File: config.mk
export PLATFORM = sky130hd
export DESIGN_NAME = mem_arbiter_flat
export DESIGN_NICKNAME = d
export VERILOG_FILES = /design/src/rtl/mem_arbiter_if.sv /design/src/rtl/mem_arbiter.sv /design/src/flat_wrapper.sv
export SDC_FILE = /design/constraint.sdc
export NUM_CORES = 1
export LEC_CHECK = 0
export CORE_ASPECT_RATIO = 1.1
export CORE_MARGIN = 10
export CORE_UTILIZATION = 31
export DETAILED_ROUTE_END_ITERATION = 6
export GPL_ROUTABILITY_DRIVEN = 0
export PLACE_DENSITY = 0.84
export SETUP_SLACK_MARGIN = 0.3
export SKIP_LAST_GASP = 1
export SLEW_MARGIN = 20
export SYNTH_ARGS = -nofsm -noshare
export SYNTH_HDL_FRONTEND = slang
export SYNTH_SLANG_ARGS = --single-unit
File: constraint.sdc
create_clock -name i_clk -period 1.6 [get_ports i_clk]
set_input_delay 0.32 -clock i_clk [delete_from_list [all_inputs] [get_ports i_clk]]
set_output_delay 0.32 -clock i_clk [all_outputs]
set_load 0.01 [all_outputs]
File: src/rtl/mem_arbiter_if.sv
// Request/response bundle between fetch, load/store and the shared memory.
// The arbiter takes the slave view; the requesters/memory side take master.
interface mem_arbiter_if;
  logic        i_if_req;
  logic [31:0] i_if_addr;
  logic        o_if_ready;
  logic        o_if_valid;
  logic [31:0] o_if_rdata;
  logic        i_dm_req;
  logic [31:0] i_dm_addr;
  logic        i_dm_wen;
  logic [31:0] i_dm_wdata;
  logic [3:0]  i_dm_mask;
  logic        o_dm_ready;
  logic        o_dm_valid;
  logic [31:0] o_dm_rdata;
  logic        o_mem_req;
  logic [31:0] o_mem_addr;
  logic        o_mem_wen;
  logic [31:0] o_mem_wdata;
  logic [3:0]  o_mem_mask;
  logic        i_mem_ready;
  logic        i_mem_valid;
  logic [31:0] i_mem_rdata;

  modport slave (
    input  i_if_req, i_if_addr,
    output o_if_ready, o_if_valid, o_if_rdata,
    input  i_dm_req, i_dm_addr, i_dm_wen,
    input  i_dm_wdata, i_dm_mask,
    output o_dm_ready, o_dm_valid, o_dm_rdata,
    output o_mem_req, o_mem_addr, o_mem_wen,
    output o_mem_wdata, o_mem_mask,
    input  i_mem_ready, i_mem_valid, i_mem_rdata
  );

  modport master (
    output i_if_req, i_if_addr,
    input  o_if_ready, o_if_valid, o_if_rdata,
    output i_dm_req, i_dm_addr, i_dm_wen,
    output i_dm_wdata, i_dm_mask,
    input  o_dm_ready, o_dm_valid, o_dm_rdata,
    input  o_mem_req, o_mem_addr, o_mem_wen,
    input  o_mem_wdata, o_mem_mask,
    output i_mem_ready, i_mem_valid, i_mem_rdata
  );
endinterface

File: src/rtl/mem_arbiter.sv
// Fetch/data arbiter for one single-ported memory, one transaction in flight.
// Data wins ties until fetch has been passed over STARVE_LIMIT times.
module mem_arbiter #(
  parameter int STARVE_LIMIT = 4
) (
  input logic           i_clk,
  input logic           i_rst,
  mem_arbiter_if.slave  bus
);

  typedef enum logic [1:0] {
    S_IDLE,
    S_ISSUE,
    S_WAIT
  } state_t;

  state_t      state;
  logic        owner;
  logic [3:0]  cnt;
  logic        mem_req_q;
  logic [31:0] t_addr;
  logic        t_wen;
  logic [31:0] t_wdata;
  logic [3:0]  t_mask;

  logic idle;
  logic starve;
  logic grant_d;
  logic grant_f;
  logic fin;

  assign idle    = (state == S_IDLE);
  assign starve  = (cnt >= 4'(STARVE_LIMIT));
  assign grant_d = idle && bus.i_dm_req
                && !(bus.i_if_req && starve);
  assign grant_f = idle && bus.i_if_req && !grant_d;
  assign fin     = (state == S_WAIT) && bus.i_mem_valid;

  always_ff @(posedge i_clk) begin
    if (i_rst) begin
      state     <= S_IDLE;
      owner     <= 1'b0;
      cnt       <= '0;
      mem_req_q <= 1'b0;
      t_addr    <= '0;
      t_wen     <= 1'b0;
      t_wdata   <= '0;
      t_mask    <= '0;
    end else begin
      unique case (state)
        S_IDLE: begin
          unique case (1'b1)
            grant_d: begin
              owner     <= 1'b1;
              t_addr    <= {bus.i_dm_addr[31:2], 2'b00};
              t_wen     <= bus.i_dm_wen;
              t_wdata   <= bus.i_dm_wdata;
              t_mask    <= bus.i_dm_mask;
              mem_req_q <= 1'b1;
              state     <= S_ISSUE;
              // Only a data win over a waiting fetch counts.
              if (!bus.i_if_req)
                cnt <= '0;
              else if (cnt != 4'hf)
                cnt <= cnt + 4'd1;
            end
            grant_f: begin
              owner     <= 1'b0;
              t_addr    <= {bus.i_if_addr[31:2], 2'b00};
              t_wen     <= 1'b0;
              t_wdata   <= '0;
              t_mask    <= 4'b1111;
              mem_req_q <= 1'b1;
              state     <= S_ISSUE;
              cnt       <= '0;
            end
            default: ;
          endcase
        end
        S_ISSUE: begin
          if (bus.i_mem_ready) begin
            mem_req_q <= 1'b0;
            state     <= S_WAIT;
          end
        end
        S_WAIT: begin
          if (bus.i_mem_valid)
            state <= S_IDLE;
        end
        default: state <= S_IDLE;
      endcase
    end
  end

  assign bus.o_if_ready  = grant_f;
  assign bus.o_dm_ready  = grant_d;
  assign bus.o_mem_req   = mem_req_q;
  assign bus.o_mem_addr  = t_addr;
  assign bus.o_mem_wen   = t_wen;
  assign bus.o_mem_wdata = t_wdata;
  assign bus.o_mem_mask  = t_mask;
  assign bus.o_if_valid  = fin && !owner;
  assign bus.o_dm_valid  = fin && owner;
  assign bus.o_if_rdata  = (fin && !owner) ? bus.i_mem_rdata : '0;
  assign bus.o_dm_rdata  = (fin && owner)  ? bus.i_mem_rdata : '0;

endmodule

File: src/flat_wrapper.sv
// flat-port wrapper written by rule: the top's interface ports become plain ports
module mem_arbiter_flat 
#(
  parameter int STARVE_LIMIT = 4
)
  (i_clk, i_rst, bus_i_if_req, bus_i_if_addr, bus_o_if_ready, bus_o_if_valid, bus_o_if_rdata, bus_i_dm_req, bus_i_dm_addr, bus_i_dm_wen, bus_i_dm_wdata, bus_i_dm_mask, bus_o_dm_ready, bus_o_dm_valid, bus_o_dm_rdata, bus_o_mem_req, bus_o_mem_addr, bus_o_mem_wen, bus_o_mem_wdata, bus_o_mem_mask, bus_i_mem_ready, bus_i_mem_valid, bus_i_mem_rdata);
  mem_arbiter_if bus_i ();
  input logic i_clk;
  input logic i_rst;
  input wire logic [$bits(bus_i.i_if_req)-1:0] bus_i_if_req;
  input wire logic [$bits(bus_i.i_if_addr)-1:0] bus_i_if_addr;
  output wire logic [$bits(bus_i.o_if_ready)-1:0] bus_o_if_ready;
  output wire logic [$bits(bus_i.o_if_valid)-1:0] bus_o_if_valid;
  output wire logic [$bits(bus_i.o_if_rdata)-1:0] bus_o_if_rdata;
  input wire logic [$bits(bus_i.i_dm_req)-1:0] bus_i_dm_req;
  input wire logic [$bits(bus_i.i_dm_addr)-1:0] bus_i_dm_addr;
  input wire logic [$bits(bus_i.i_dm_wen)-1:0] bus_i_dm_wen;
  input wire logic [$bits(bus_i.i_dm_wdata)-1:0] bus_i_dm_wdata;
  input wire logic [$bits(bus_i.i_dm_mask)-1:0] bus_i_dm_mask;
  output wire logic [$bits(bus_i.o_dm_ready)-1:0] bus_o_dm_ready;
  output wire logic [$bits(bus_i.o_dm_valid)-1:0] bus_o_dm_valid;
  output wire logic [$bits(bus_i.o_dm_rdata)-1:0] bus_o_dm_rdata;
  output wire logic [$bits(bus_i.o_mem_req)-1:0] bus_o_mem_req;
  output wire logic [$bits(bus_i.o_mem_addr)-1:0] bus_o_mem_addr;
  output wire logic [$bits(bus_i.o_mem_wen)-1:0] bus_o_mem_wen;
  output wire logic [$bits(bus_i.o_mem_wdata)-1:0] bus_o_mem_wdata;
  output wire logic [$bits(bus_i.o_mem_mask)-1:0] bus_o_mem_mask;
  input wire logic [$bits(bus_i.i_mem_ready)-1:0] bus_i_mem_ready;
  input wire logic [$bits(bus_i.i_mem_valid)-1:0] bus_i_mem_valid;
  input wire logic [$bits(bus_i.i_mem_rdata)-1:0] bus_i_mem_rdata;
  assign bus_i.i_if_req = bus_i_if_req;
  assign bus_i.i_if_addr = bus_i_if_addr;
  assign bus_o_if_ready = bus_i.o_if_ready;
  assign bus_o_if_valid = bus_i.o_if_valid;
  assign bus_o_if_rdata = bus_i.o_if_rdata;
  assign bus_i.i_dm_req = bus_i_dm_req;
  assign bus_i.i_dm_addr = bus_i_dm_addr;
  assign bus_i.i_dm_wen = bus_i_dm_wen;
  assign bus_i.i_dm_wdata = bus_i_dm_wdata;
  assign bus_i.i_dm_mask = bus_i_dm_mask;
  assign bus_o_dm_ready = bus_i.o_dm_ready;
  assign bus_o_dm_valid = bus_i.o_dm_valid;
  assign bus_o_dm_rdata = bus_i.o_dm_rdata;
  assign bus_o_mem_req = bus_i.o_mem_req;
  assign bus_o_mem_addr = bus_i.o_mem_addr;
  assign bus_o_mem_wen = bus_i.o_mem_wen;
  assign bus_o_mem_wdata = bus_i.o_mem_wdata;
  assign bus_o_mem_mask = bus_i.o_mem_mask;
  assign bus_i.i_mem_ready = bus_i_mem_ready;
  assign bus_i.i_mem_valid = bus_i_mem_valid;
  assign bus_i.i_mem_rdata = bus_i_mem_rdata;
  mem_arbiter #(.STARVE_LIMIT(STARVE_LIMIT)) u_core (.i_clk(i_clk), .i_rst(i_rst), .bus(bus_i));
endmodule
* Yosys cells after proc, flatten, opt, wreduce, memory -nomap -nowiden *
Index checks and enable logic that the tools add are counted.

storage, ports and cells
  output and inout bits = 138
  word-level logic and storage cells = 53
  bits in registers = 77

operators by class
  $lt $le $gt $ge = 1
  add/subtract/negate cells = 1
  muxes and demuxes = 17
  reductions and logical operators = 19
  equality and inequality tests = 7

operator list
  kind                                                               number
  one-hot mux 32 bit (2 select lines)                                2
  two-way mux 32 bit                                                 2
  one-hot mux 4 bit (2 select lines)                                 2
  AND reduction 3 bit                                                3
  logical AND 1 bit                                                  8
  two-way mux 4 bit                                                  2
  two-way mux 2 bit                                                  3
  inequality test 2 bit, second input constant                       3
  one-hot mux 1 bit (2 select lines)                                 3
  one-hot mux 2 bit (3 select lines)                                 1
  adder 4 x 1 -> 4 bit, second input constant                        1
  greater-or-equal comparator 4 x 3 -> 1 bit, second input constant  1
  inequality test 4 bit, second input constant                       1
  nonzero test 2 bit                                                 2
  zero test 1 bit                                                    3
  inequality test 3 bit, second input constant                       1
  equality test 2 x 1 -> 1 bit, second input constant                1
  equality test 2 bit, second input constant                         1
  zero test 2 bit                                                    1
  two-way mux 1 bit                                                  2
  AND reduction 2 bit                                                1
  OR reduction 2 bit                                                 1

* Longest topological paths before layout *
  depth in word-level cells = 9
  gate-level depth with buffers = 7
  mapped depth without buffers = 3

* Least setup slack after synthesis *
Ideal clock, no wire load.

  kind = register -> output
  start = register u_core.state[1]
  end = output bus_o_dm_rdata[22]
  data arrival time = 1.380 ns
  stages on the path, launching flop included = 6
  data required time = 1.280 ns
  slack = -0.100 ns
  cells stage by stage = dfxtp_1 -> clkbuf_2 -> nand2_1 -> nor3b_1 -> clkbuf_1 -> and2_1

between the ends
  longest elaborated chain between the ends = 4

ends and longest elaborated chain
  item                    line                text
  start, declared         mem_arbiter.sv:17   state_t state;
  start signal, assigned  mem_arbiter.sv:41   state <= S_IDLE;
  start signal, assigned  mem_arbiter.sv:60   state <= S_ISSUE;
  start signal, assigned  mem_arbiter.sv:74   state <= S_ISSUE;
  equality test 2 bit     mem_arbiter.sv:37   assign fin = (state == S_WAIT) && bus.i_mem_valid;
  logical AND 1 bit       mem_arbiter.sv:37
  logical AND 1 bit       --
  net bus_o_dm_valid      flat_wrapper.sv:21  output wire logic [$bits(bus_i.o_dm_valid)-1:0] bus_o_dm_valid;
  two-way mux 32 bit      mem_arbiter.sv:105  assign bus.o_dm_rdata = (fin && owner) ? bus.i_mem_rdata : '0;
  end, declared           flat_wrapper.sv:22  output wire logic [$bits(bus_i.o_dm_rdata)-1:0] bus_o_dm_rdata;

The timed path passes the listed nets, and every way through them passes these cells.

* Worst setup path in the final report *
  start = register u_core.state[1]
  end = output bus_o_dm_rdata[8]

between the ends
  longest elaborated chain between the ends = 4

ends and longest elaborated chain
  item                 line
  equality test 2 bit  mem_arbiter.sv:37
  logical AND 1 bit    mem_arbiter.sv:37
  logical AND 1 bit    mem_arbiter.sv:105
  two-way mux 32 bit   mem_arbiter.sv:105

Every way passes these cells.

==> out/qor.log <==
[run_status] outcome complete, but fails checks
[run_status] violations in the final reports negative setup slack
[die] die boundary height 136 um
[synth] EDFF count, synth 0
[final_layout] signed area change from the synthesized netlist to the final layout 169%
[final_layout] proportion of layout cells with a drive suffix above 1 57.5%
[synth] sequential element share of the synthesized area 39.6%
[power] VDD IR-drop max 0.000657 V
[timing] Peak Freq 0.508 GHz
[global_route] wire length of the first global-routing pass 33800 um
[clock_tree] clock transition at the register clock pins on the worst setup and hold paths after CTS 0.06 ns
[synth] Warnings, synthesis 0
[timing] minimum clock period after layout 1.97 ns
[setup_path] CP cell instances nand2_4, nor3b_4, buf_6, buf_12, buf_16, buf_12, and2_4, buf_6
[synth] number of unique standard cell types used by synthesis 32
[setup_path] Reg2Reg Setup Slack -0.08 ns
[timing] final hold violation count 0
[synth] most instantiated flip-flop cell in the synthesis netlist dfxtp_1
[die] Core Region 12000 um2
[setup_path] startpoint of the worst setup timing path u_core.state[1]
[setup_path] crit path max fanout 6
[synth] summed instance area of the synthesized netlist 3790 um2
[route] via count 5682
[setup_path] data arrival at the endpoint of the critical path 1.65 ns
[setup_path] critical path capture point bus_o_dm_rdata[8]
[timing] largest clock skew in the final design 0.00717 ns
[synth] share of flip-flops with an asynchronous set or reset after synthesis 0%
[power] leakage power of the design 0.00398 uW
[die] width of the die 125 um
[synth] Post-Syn Area per Cell 8.17 um2
[clock_tree] number of H-tree branching levels 3
[synth] library cell occupying the most area in the post-synthesis netlist dfxtp_1
[timing] least setup slack across all paths after layout -0.370 ns
[die] total die area 17000 um2
[setup_path] Setup crit end kind output pin
[flow_run] max-capacitance violation count 0
[place] Port Buffers 270
[setup_path] r2r startpoint u_core.state[1]
[die] I/O Pins 277
[route] remaining number of nets flagged by the antenna check after routing 0
[global_route] via count of the first global-routing pass 5649
[place] Post-Place Cells 861
[route] WL/cell 29.4 um
[clock_tree] maximum number of buffers from clock root to sink 2
[final_layout] final non-filler cell total 944
[route] First-pass DRT Iterations 5
[global_route] largest net degree at the start of global routing 61
[global_route] initial antenna violation count 2
[clock_tree] clock latency of the later-clocked register in the worst-skew pair 0.33 ns
[power] total power 7220 uW
[synth] post-synth top area share 39.6%
[global_route] overall routing resource usage 24.7%
[power] power per cell area 709 nW/um2
[synth] most common cell in the synthesized netlist dfxtp_1
[clock_tree] TritonCTS clock tree yes
[setup_path] Worst path slowest cell dfxtp_2
[setup_path] Worst EP required 1.28 ns
[timing] Final Slew Violations 0
[route] post-detailed-routing wire length 27700 um
[final_layout] number of nets in the layout 923
[setup_path] kind of launch point of the worst setup path register
[timing] headroom to the max-slew limit 64.8%
[clock_tree] clock net sink count 75
[die] number of standard-cell rows in the floorplan 42
[clock_tree] hold buffer count at cts 0
[synth] ranking of synthesized cells by area dfxtp_1 (40%), and2_1 (11%), a21oi_1 (9.2%), a2111oi_0 (6.9%), nor4b_1 (6.9%)
[synth] leading cell types by count after synthesis dfxtp_1 (75), a21oi_1 (70), and2_1 (64), clkbuf_1 (50), o21ai_0 (37)
[hold_path] worst hold path class primary input to register
[timing] count of final setup violators 112
[clock_tree] cts bufs inserted 9
[route] starting DRC count in detailed routing 345
[clock_tree] Clock Tree Root clkbuf_16
[final_layout] number of inserted filler cells in the final layout 548
[synth] #FFs+latches synth 75
[global_route] Overflow after GRT 0
[setup_path] worst r2r dst u_core.bus.o_mem_wdata[6]
[timing] crit share post-route 123%
[setup_path] number of cell instances on the worst register-to-register path 8
[synth] number of instances in the synthesized netlist 464
[route] total DRC errors in the routed layout 0
[timing] Slew @ Worst Pin 0.528 ns
[setup_path] category of the critical setup timing path register to output pin
[die] initial core utilization 31.6%
[timing] unrepaired setup endpoints after global routing yes
[setup_path] stage delay of the slowest cell on the critical path 0.35 ns
[route] post-detailed-route via-to-cell ratio 6.02
[place] detailed-placement wirelength estimate 14100 um
==> cell usage in the layout, fill, tap and decap left out, types with 24 or more instances in the layout <==
cell type / netlist / layout
nor4b_4: 0 / 25
a21oi_2: 0 / 27
clkbuf_2: 1 / 24
nor4_1: 30 / 24
dfxtp_1: 75 / 70
a2111oi_4: 0 / 30
and2_4: 0 / 61
a21oi_1: 70 / 43
buf_6: 1 / 85
clkdlybuf4s50_1: 0 / 130
buf_4: 2 / 27
==> logic make-up after synthesis <==
family                   share of synthesized area (%)
AO/OA/AOI/OAI                                     22.4
adder cells (fa/ha/maj)                          0.330
buffers and inverters                             7.00
flip-flops                                        39.6
other                                           0.0990
AND/OR/NAND/NOR                                   30.5
==> power breakdown <==
part | internal, uW | switching, uW
clock | 1370 | 858
combinational | 1450 | 1370
sequential | 2040 | 136
total | 4860 | 2360
==> layer usage <==
metal | vias up | wire, um | GRT usage, %
met5 | - | 0 | 0
met4 | 0 | 1290 | 11.2
met3 | 100 | 2120 | 8.06
met2 | 379 | 14700 | 44.8
met1 | 2808 | 9650 | 25.6
li1 | 2395 | - | -
==> cell type report <==
| class | count | area (um2) | share of cell area, % |
|---|---|---|---|
| Inverter | 2 | 7.51 | 0.0737 |
| Tap cell | 154 | 193 | 1.89 |
| Timing Repair Buffer | 367 | 4250 | 41.7 |
| Antenna cell | 2 | 5.00 | 0.0491 |
| Clock inverter | 6 | 90.1 | 0.885 |
| Clock buffer | 10 | 229 | 2.25 |
| Sequential cell | 75 | 1510 | 14.8 |
| Multi-Input combinational cell | 328 | 3900 | 38.3 |
==> critical path: cells and delay by family, from the launching register on <==
kind,cells,cell delay (ns)
and+or+nand+nor,3,0.38
DFF,1,0.35
buffers and inverters,5,0.56
==> how the worst min path moves through the flow <==
stage | startpoint | to | slack [ns] | cells past startpoint
2_1_floorplan | u_core.cnt[1] | u_core.cnt[1] | 0.46 | 2
3_3_place_gp | u_core.bus.o_mem_req | u_core.bus.o_mem_req | 0.45 | 2
3_5_place_dp | u_core.bus.o_mem_req | u_core.bus.o_mem_req | 0.46 | 2
4_1_cts | bus_i_if_req | u_core.cnt[2] | 0.30 | 3
5_1_grt | bus_i_if_req | u_core.cnt[2] | 0.34 | 3
6_report | bus_i_if_req | u_core.cnt[2] | 0.36 | 3
==> registers in the layout, summed over array words and instances, names as in the netlist <==
signal,count
u_core.bus.o_mem_addr,30
u_core.owner,1
u_core.cnt,4
u_core.bus.o_mem_wen,1
u_core.bus.o_mem_mask,4
u_core.state,2
u_core.bus.o_mem_wdata,32
u_core.bus.o_mem_req,1
==> timing repair <==
item,CTS,global route
pin swaps,91,90
gates resized for setup,512,315
buffers inserted,21,13
setup endpoints to repair,210,191
hold endpoints to repair,0,0
cloned,17,14
==> metrics by stage <==
step | area, um2 | worst slack [ns] | utilization, % | hold WS (ns) | TNS (ns)
6_report | 10200 | -0.370 | 85.0 | 0.358 | -17.58
5_1_grt | 10200 | -0.435 | 85.0 | 0.338 | -23.92
4_1_cts | 8660 | -0.339 | 72.3 | 0.304 | -16.92
3_5_place_dp | 7190 | -0.787 | 60.0 | 0.458 | -76.91
3_3_place_gp | 7190 | -0.708 | 60.0 | 0.451 | -70.41
2_1_floorplan | 4270 | 0.128 | - | 0.458 | 0
Power figures use the tool's default switching activity.
